### config.mk
export PLATFORM = sky130hd
export DESIGN_NAME = crypto_result_collector
export DESIGN_NICKNAME = d
export VERILOG_FILES = /design/src/rtl/crypto_result_collector.sv
export SDC_FILE = /design/constraint.sdc
export NUM_CORES = 1
export LEC_CHECK = 0
export CORE_AREA = 2 2 184 186
export DETAILED_ROUTE_END_ITERATION = 6
export DIE_AREA = 0 0 186 188
export PLACE_DENSITY = 0.83
export SETUP_SLACK_MARGIN = 0.4
export SKIP_CTS_REPAIR_TIMING = 1
export SYNTH_ARGS = -nofsm -noshare
export SYNTH_HDL_FRONTEND = slang
export SYNTH_SLANG_ARGS = --single-unit
export TNS_END_PERCENT = 5
### constraint.sdc
create_clock -name clk -period 25.9 [get_ports clk]
set_input_delay 5.18 -clock clk [delete_from_list [all_inputs] [get_ports clk]]
set_output_delay 5.18 -clock clk [all_outputs]
set_load 0.03 [all_outputs]
### src/rtl/crypto_result_collector.sv
`default_nettype none
// ============================================================================
// Module   : crypto_result_collector
// Purpose  : Shadows the enable-gated crypto accelerator pipeline with a
//            valid-bit shift register, captures each real result into a
//            FIFO exposed as a valid/ready stream, and raises a hold request
//            upstream whenever stored plus in-flight tokens fill the FIFO.
// Revision : 1.0 - initial release
// ============================================================================
module crypto_result_collector #(
    parameter int LATENCY = 9,
    parameter int DEPTH   = 8,
    parameter int DW      = 64
) (
    input  logic                         clk,
    input  logic                         rst,
    input  logic                         flush,
    input  logic                         acc_en,
    input  logic                         acc_in_valid,
    input  logic [DW-1:0]                acc_data,
    output logic                         acc_hold,
    output logic                         m_valid,
    output logic [DW-1:0]                m_data,
    input  logic                         m_ready,
    output logic [$clog2(DEPTH):0]       fifo_count,
    output logic [$clog2(LATENCY)+1:0]   inflight,
    output logic                         overflow
);

    localparam int c_AW = $clog2(DEPTH);
    localparam int c_CW = c_AW + 1;
    localparam int c_IW = $clog2(LATENCY) + 2;
    localparam int c_SW = ((c_CW > c_IW) ? c_CW : c_IW) + 1;
    localparam logic [c_AW:0]   c_PTR_ONE = {{c_AW{1'b0}}, 1'b1};
    localparam logic [c_SW-1:0] c_DEPTH_S = c_SW'(DEPTH);

    // Shadow of the accelerator pipe: r_vld[k] marks a real token in stage k.
    // r_fresh is set only after an enabled edge, so a result parked at the
    // last stage is pushed exactly once.
    logic [LATENCY:1]   r_vld;
    logic               r_fresh;

    logic [DW-1:0]      r_mem [DEPTH];
    logic [c_AW:0]      r_wr_ptr;
    logic [c_AW:0]      r_rd_ptr;
    logic               r_overflow;

    logic               w_push;
    logic               w_pop;
    logic               w_full;
    logic               w_empty;
    logic               w_wr_en;
    logic               w_drop;
    logic [c_IW-1:0]    w_inflight;
    logic [c_SW-1:0]    w_occupancy;

    assign w_push  = r_fresh & r_vld[LATENCY];
    assign w_empty = (r_wr_ptr == r_rd_ptr);
    assign w_full  = (r_wr_ptr[c_AW-1:0] == r_rd_ptr[c_AW-1:0]) &&
                     (r_wr_ptr[c_AW] != r_rd_ptr[c_AW]);
    assign w_pop   = m_valid & m_ready;

    // A push into a full FIFO is still accepted when the head leaves in the
    // same cycle: the write lands in the slot being vacated.
    assign w_wr_en = ~flush & w_push & (~w_full | w_pop);
    assign w_drop  = ~flush & w_push & w_full & ~w_pop;

    assign m_valid    = ~w_empty;
    assign m_data     = m_valid ? r_mem[r_rd_ptr[c_AW-1:0]] : '0;
    assign fifo_count = r_wr_ptr - r_rd_ptr;
    assign overflow   = r_overflow;
    assign inflight   = w_inflight;

    // Advance the valid shadow in lock-step with the accelerator enable.
    always_ff @(posedge clk or posedge rst) begin
        if (rst) begin
            r_vld   <= '0;
            r_fresh <= 1'b0;
        end else if (flush) begin
            r_vld   <= '0;
            r_fresh <= 1'b0;
        end else if (acc_en) begin
            r_vld   <= {r_vld[LATENCY-1:1], acc_in_valid};
            r_fresh <= 1'b1;
        end else begin
            r_fresh <= 1'b0;
        end
    end

    // Result storage; contents are only visible through valid pointers.
    always_ff @(posedge clk) begin
        if (w_wr_en) begin
            r_mem[r_wr_ptr[c_AW-1:0]] <= acc_data;
        end
    end

    // FIFO pointers carry a wrap bit to tell full from empty.
    always_ff @(posedge clk or posedge rst) begin
        if (rst) begin
            r_wr_ptr <= '0;
            r_rd_ptr <= '0;
        end else if (flush) begin
            r_wr_ptr <= '0;
            r_rd_ptr <= '0;
        end else begin
            if (w_wr_en) begin
                r_wr_ptr <= r_wr_ptr + c_PTR_ONE;
            end
            if (w_pop) begin
                r_rd_ptr <= r_rd_ptr + c_PTR_ONE;
            end
        end
    end

    // Sticky record that a result was lost to a full FIFO.
    always_ff @(posedge clk or posedge rst) begin
        if (rst) begin
            r_overflow <= 1'b0;
        end else if (w_drop) begin
            r_overflow <= 1'b1;
        end
    end

    // Count tokens still owed to the FIFO: every shadow stage before the last,
    // plus the last stage only while its push is still pending.
    always_comb begin
        w_inflight = '0;
        for (int k = 1; k < LATENCY; k++) begin
            w_inflight = w_inflight + c_IW'(r_vld[k]);
        end
        w_inflight = w_inflight + c_IW'(r_vld[LATENCY] & r_fresh);
    end

    // Hold upstream once every FIFO slot is either filled or reserved.
    always_comb begin
        w_occupancy = c_SW'(fifo_count) + c_SW'(w_inflight);
        acc_hold    = (w_occupancy >= c_DEPTH_S);
    end

endmodule
`default_nettype wire

* Word level (Yosys, flattened, before mapping) *
Memory sizes are Yosys's and may differ from the RTL's.
Index checks and enable logic that the tools add are counted.

operators by class
  magnitude comparators = 1
  bitwise logic cells = 12
  equality and inequality tests = 3
  $add $sub $neg = 12
  multiplexer cells = 11
  reductions and logical operators = 4

operators with widths
  kind                   number
  $mux W64               1
  $add A6 B1 Y6          3
  $mux W9                2
  $mux W4                4
  $add A4 B1 Y4 const B  2
  $add A4 B6 Y7          1
  $and A1 B1 Y1          7
  $ge A7 B4 Y1 const B   1
  $add A5 B1 Y6          1
  $reduce_bool A2 Y1     3
  $add A4 B1 Y5          1
  $add A3 B1 Y4          1
  $eq A4 B4 Y1           1
  $mux W1                4
  $not A1 Y1             4
  $sub A4 B4 Y4          1
  $add A2 B1 Y3          1
  $eq A3 B3 Y1           1
  $add A1 B1 Y2          1
  $logic_and A1 B1 Y1    1
  $ne A1 B1 Y1           1
  $or A1 B1 Y1           1

storage, ports and cells
  bits in registers = 19
  RAM bits = 512
  input bits = 70
  memories kept = 1
  output and inout bits = 77

memories
  name   words  bits a word  rd ports  clocked after memory_dff  write ports  RTL line  RTL
  r_mem  8      64           1         0                         1            43        logic [DW-1:0] r_mem [DEPTH];

* Longest topological paths before layout *
  word-level depth = 10
  mapped depth = 14
  mapped depth without buffers = 14

* Worst setup path after synthesis *
Ideal clock, no wire load.

  kind = input -> register
  start point = input port flush
  end point = memory r_mem[0][0] (enable)
  data arrival time = 12178 ps
  library setup time = 666 ps
  stages = 3
  buffers on the path = 1
  required time = 25234 ps
  path slack = 13056 ps
  cell sequence = clkbuf_1 > nor2_1 > nor4b_1

between the ends
  longest elaborated chain between the ends = 5

RTL lines
  what                           RTL line  RTL
  start: declaration             17        input logic flush,
  $not A1 Y1                     65        assign w_wr_en = ~flush & w_push & (~w_full | w_pop);
  $and A1 B1 Y1 (2 in series)    65
  $mux W1                        92        if (w_wr_en) begin
  $mux W1 (implied by the code)  93        r_mem[r_wr_ptr[c_AW-1:0]] <= acc_data;
  end: declaration               43

Every way passes these cells.

* Worst setup path in the final report *
  start point = register r_vld[1] (netlist bit)
  end point = output port acc_hold

between the ends
  longest elaborated chain between the ends = 10

RTL lines
  what                         RTL line  RTL
  start: declaration           40        logic [LATENCY:1] r_vld;
  start signal: assignment     83        r_vld <= {r_vld[LATENCY-1:1], acc_in_valid};
  $add A1 B1 Y2                129       w_inflight = w_inflight + c_IW'(r_vld[k]);
  $add A2 B1 Y3                129
  $add A3 B1 Y4                129
  $add A4 B1 Y5                129
  $add A5 B1 Y6                129
  $add A6 B1 Y6 (2 in series)  129
  $add A6 B1 Y6                131       w_inflight = w_inflight + c_IW'(r_vld[LATENCY] & r_fresh);
  $add A4 B6 Y7                136       w_occupancy = c_SW'(fifo_count) + c_SW'(w_inflight);
  $ge A7 B4 Y1                 137       acc_hold = (w_occupancy >= c_DEPTH_S);
  end: declaration             21        output logic acc_hold,

Every way passes these cells.

==> impl_summary.md <==
Final layout
The synthesis-to-finish area growth is 17.3%. The share of layout cells above drive strength 1 is 0.213. For this run, the post-layout net count is 1,152.

CTS
The count of clock tree sinks is 531. The clock passes through at most 3 buffers. The number of CTS-inserted buffers is 50. Clock-pin slew was measured on the worst setup and hold paths at 60 ps.

Clock latency on the worst-skew pair, taken at its later pin, is approximately 560 ps. TritonCTS built the clock tree. The clock root buffer is clkbuf_16. The H-tree depth reported by CTS is 2.

Floorplan
The number of standard-cell rows in the floorplan is 67. The full die area is around 35,000 µm². The horizontal die dimension is 186 µm. For this design the top-level I/O count stands at approximately 150. For this configuration, the core starts out at a cell density of 0.617. The floorplan step defined a core boundary enclosing ~33,000 µm². The floorplan die height is 188 µm.

Outcome
The run finished with clean final reports.

Timing
Once routing completed, OpenROAD measured the worst setup slack at roughly 16,000 ps. The transition time at the pin with the least slew margin is 1110 ps. The tightest hold margin is 483 ps. Clock skew on the completed layout was measured at roughly 14 ps.

The remaining max-slew budget at the tightest pin is 0.261. Setup violations remaining at the end of the flow were counted as 0. The count of endpoints failing hold in the final timing report is 0. Of the available clock period, the critical path in the final layout requires 0.392. In the final timing run, aggregate negative setup slack is 0 ps. The number of pins exceeding their max-slew limit in the final report is 0.

Setup repair after global routing left no endpoint under its margin. After layout, the minimum clock period comes to ~10,000 ps. Static timing analysis puts the maximum clock frequency at a little under 100 MHz.

Worst setup path
The maximum net fanout on the critical path is 3. The critical path's slowest cell is clkdlybuf4s50_1. The signal on the critical path passes through inv_1 > fa_1 > inv_1 > fa_1 > inv_1 > fa_1 > fa_1 > fa_1 > inv_1 > ha_1 > a21oi_1 > nor2b_1 > mux2i_1 > nand2_1 > clkdlybuf4s50_1.

For this run, the slowest stage of the critical path takes roughly 660 ps. Measured in cells, the most critical reg-to-reg path has a length of 7. Among the stages of the critical path, the cell type that occurs most often is fa_1. The data required time of the worst path is 20,720 ps. The arrival time at the worst endpoint is 4980 ps. The startpoint kind of the worst setup timing path is a register. The worst setup path category is register to output port. The element type at the critical path end is an output port.

Yosys
The area share of the largest cell type after synthesis is 0.752. The post-synthesis share of cell area spent on and, or, nand and nor gates is 0.0108. The instance count of the mapped netlist is 895. Among all flip-flop cells after synthesis, the most frequent one is edfxtp_1. The commonest cells after synthesis are 512 x edfxtp_1, 128 x mux4_2, 64 x a22o_1. Summed over all instances, the cell type with the most area after synthesis is edfxtp_1. The post-synthesis area per instance is 22.8 µm². The count of yosys warnings during synthesis is 0. The largest family of logic cells by synthesized area is multiplexers.

The netlist uses 39 different library cells. The synthesized-area fraction occupied by adder cells is 0.0136. In this run, synthesis produced a sequential element count of roughly 530.

In this run the cell area of the synthesized design comes to roughly 20,000 µm². Yosys instantiated no cell more often than edfxtp_1. The portion of the post-synthesis area used by sequential elements is 0.776. In the post-synthesis netlist, the biggest area contributors are edfxtp_1 75%, mux4_2 14%, a22o_1 2.7%. The share of flip-flops with an asynchronous set or reset is 0.0358. The fraction of the mapped netlist area in compound gates is 0.0329.

The mux cell area share after synthesis is 0.147. The number of synthesized flops with an enable pin is just over 500. The share of the synthesized netlist area taken by xor and xnor gates is 0.00435.

Route
Using the TritonRoute via totals, the vias-per-cell ratio works out to between 6 and 7. The remaining antenna violation count is 0. The via count of the routed design is 9,696. The first detailed-routing pass took 5 iterations. After detailed routing, the number of remaining DRC violations is 0. For this block, the initial DRC count from the detailed router was 860.

The routed wire length is around 40,000 µm. The final routed wire length divided by cell count is approximately 26 µm.

GRT
The met3 routing resource usage after global routing is 0.0453. Global routing finished with a remaining overflow of 0. The initial antenna violation count was 3.

Entering global routing, the biggest net connects approximately 130 pins. For met1 alone, demand over resource in global routing was 0.331. Across every metal layer, demand over resource in global routing totals 0.234. The met2 capacity usage during global routing is 0.376. The most crowded layer after global routing is met2. The number of global-route vias before repair is between 10k and 15k. The global-route wire length before repair is around 60,000 µm.

Power and ir drop
The total power density per cell area is around 69 nW/µm². The worst ir drop on vdd is between 0.05 and 0.06 mV. Summed over all cells, the static leakage comes to 7.50 nW.

Placement
The quantity of I/O buffers inserted on ports is 144. The detailed-placement wirelength estimate is slightly above 20,000 µm. Prior to clock tree synthesis, the placed netlist has a worst setup slack of between 15,000 and 20,000 ps. The final weighted congestion in routability-driven placement is 0.738.

Hold path
The tightest min-delay check is of the register to register type. Along the worst hold path, the cell count comes to 1.

Run
The count of max-cap constraint violations is 0.
## path summary, 6_finish.rpt
kind | from | to | slack, ps
worst max-delay path | r_vld[1] | acc_hold | 15740
worst min-delay path | overflow | overflow | 480
worst max register to register | r_rd_ptr[1] | r_mem[3][28] | 22270
worst min register to register | overflow | overflow | 480
max in group asynchronous | rst | r_rd_ptr[1] | 20260
min in group asynchronous | rst | r_vld[1] | 5070
## report_power, final
group / switching [mW] / internal, mW / total, mW
Clock: 0.298 / 0.387 / 0.685
Combinational: 0.0136 / 0.0106 / 0.0242
Sequential: 0.000156 / 0.941 / 0.941
## sequential cells by signal (all words and copies together) (netlist names)
name,cells
overflow,1
r_mem,512
r_wr_ptr,4
r_vld,9
r_fresh,1
r_rd_ptr,4
## placed cells by master, fill, tap and decap left out, types with 2 or more instances in the layout
| cell type | count |
|---|---|
| nor2_4 | 2 |
| buf_4 | 20 |
| conb_1 | 2 |
| fa_1 | 7 |
| mux2i_1 | 11 |
| clkinv_1 | 15 |
| mux4_2 | 128 |
| clkdlybuf4s50_1 | 144 |
| bufinv_16 | 3 |
| nand2_1 | 9 |
| clkinv_2 | 11 |
| clkbuf_16 | 51 |
| nor2b_1 | 4 |
| xnor2_1 | 5 |
| nor2_1 | 16 |
| xor2_1 | 2 |
| dfrtp_4 | 2 |
| ha_1 | 11 |
| a22o_1 | 64 |
| a21oi_4 | 2 |
| inv_1 | 24 |
| dfrtp_1 | 17 |
| clkbuf_1 | 7 |
| nor3_2 | 3 |
| edfxtp_1 | 512 |
| nand3_1 | 3 |
| nor4_2 | 2 |
| a21oi_1 | 5 |
## kinds of logic after synthesis
logic type,Yosys count
flops,531
simple gates,47
mux,140
other cells,1
xor+xnor,8
compound gates,77
buf+inv,73
fa+ha+maj,18
## area by class of cell
type / instances / area (µm²)
tap: 448 / 561
timing repair buffer: 165 / 1610
sequential: 531 / 15900
antenna: 1 / 2.50
clock buffer: 58 / 1300
clock inverter: 31 / 218
fill: 1845 / 9140
inverter: 24 / 90.1
multi-input combinational: 292 / 4330
## critical path: cells and delay by family, from the launching register on
| kind | cells | cell delay [ps] |
|---|---|---|
| AOI/OAI and AO/OA | 1 | 150 |
| buffers and inverters | 5 | 890 |
| muxes | 1 | 110 |
| and+or+nand+nor | 2 | 130 |
| adders and majority gates | 6 | 2780 |
| DFF | 1 | 360 |
## routing by layer
metal,routed length [µm],vias up
met5,25,-
met2,19900,445
met1,15900,5062
met4,1160,4
li1,-,4098
met3,2840,87
## stage by stage
stage	instances	power [mW]	utilization	area (µm²)
finish	1550	1.65	0.724	24000
global route	1550	1.70	0.724	24000
CTS	1549	1.66	0.724	24000
detailed placement	1460	0.983	0.678	22500
global placement	1460	0.982	0.678	22500
floorplan	896	0.963	-	20400
Power figures use the tool's default switching activity.
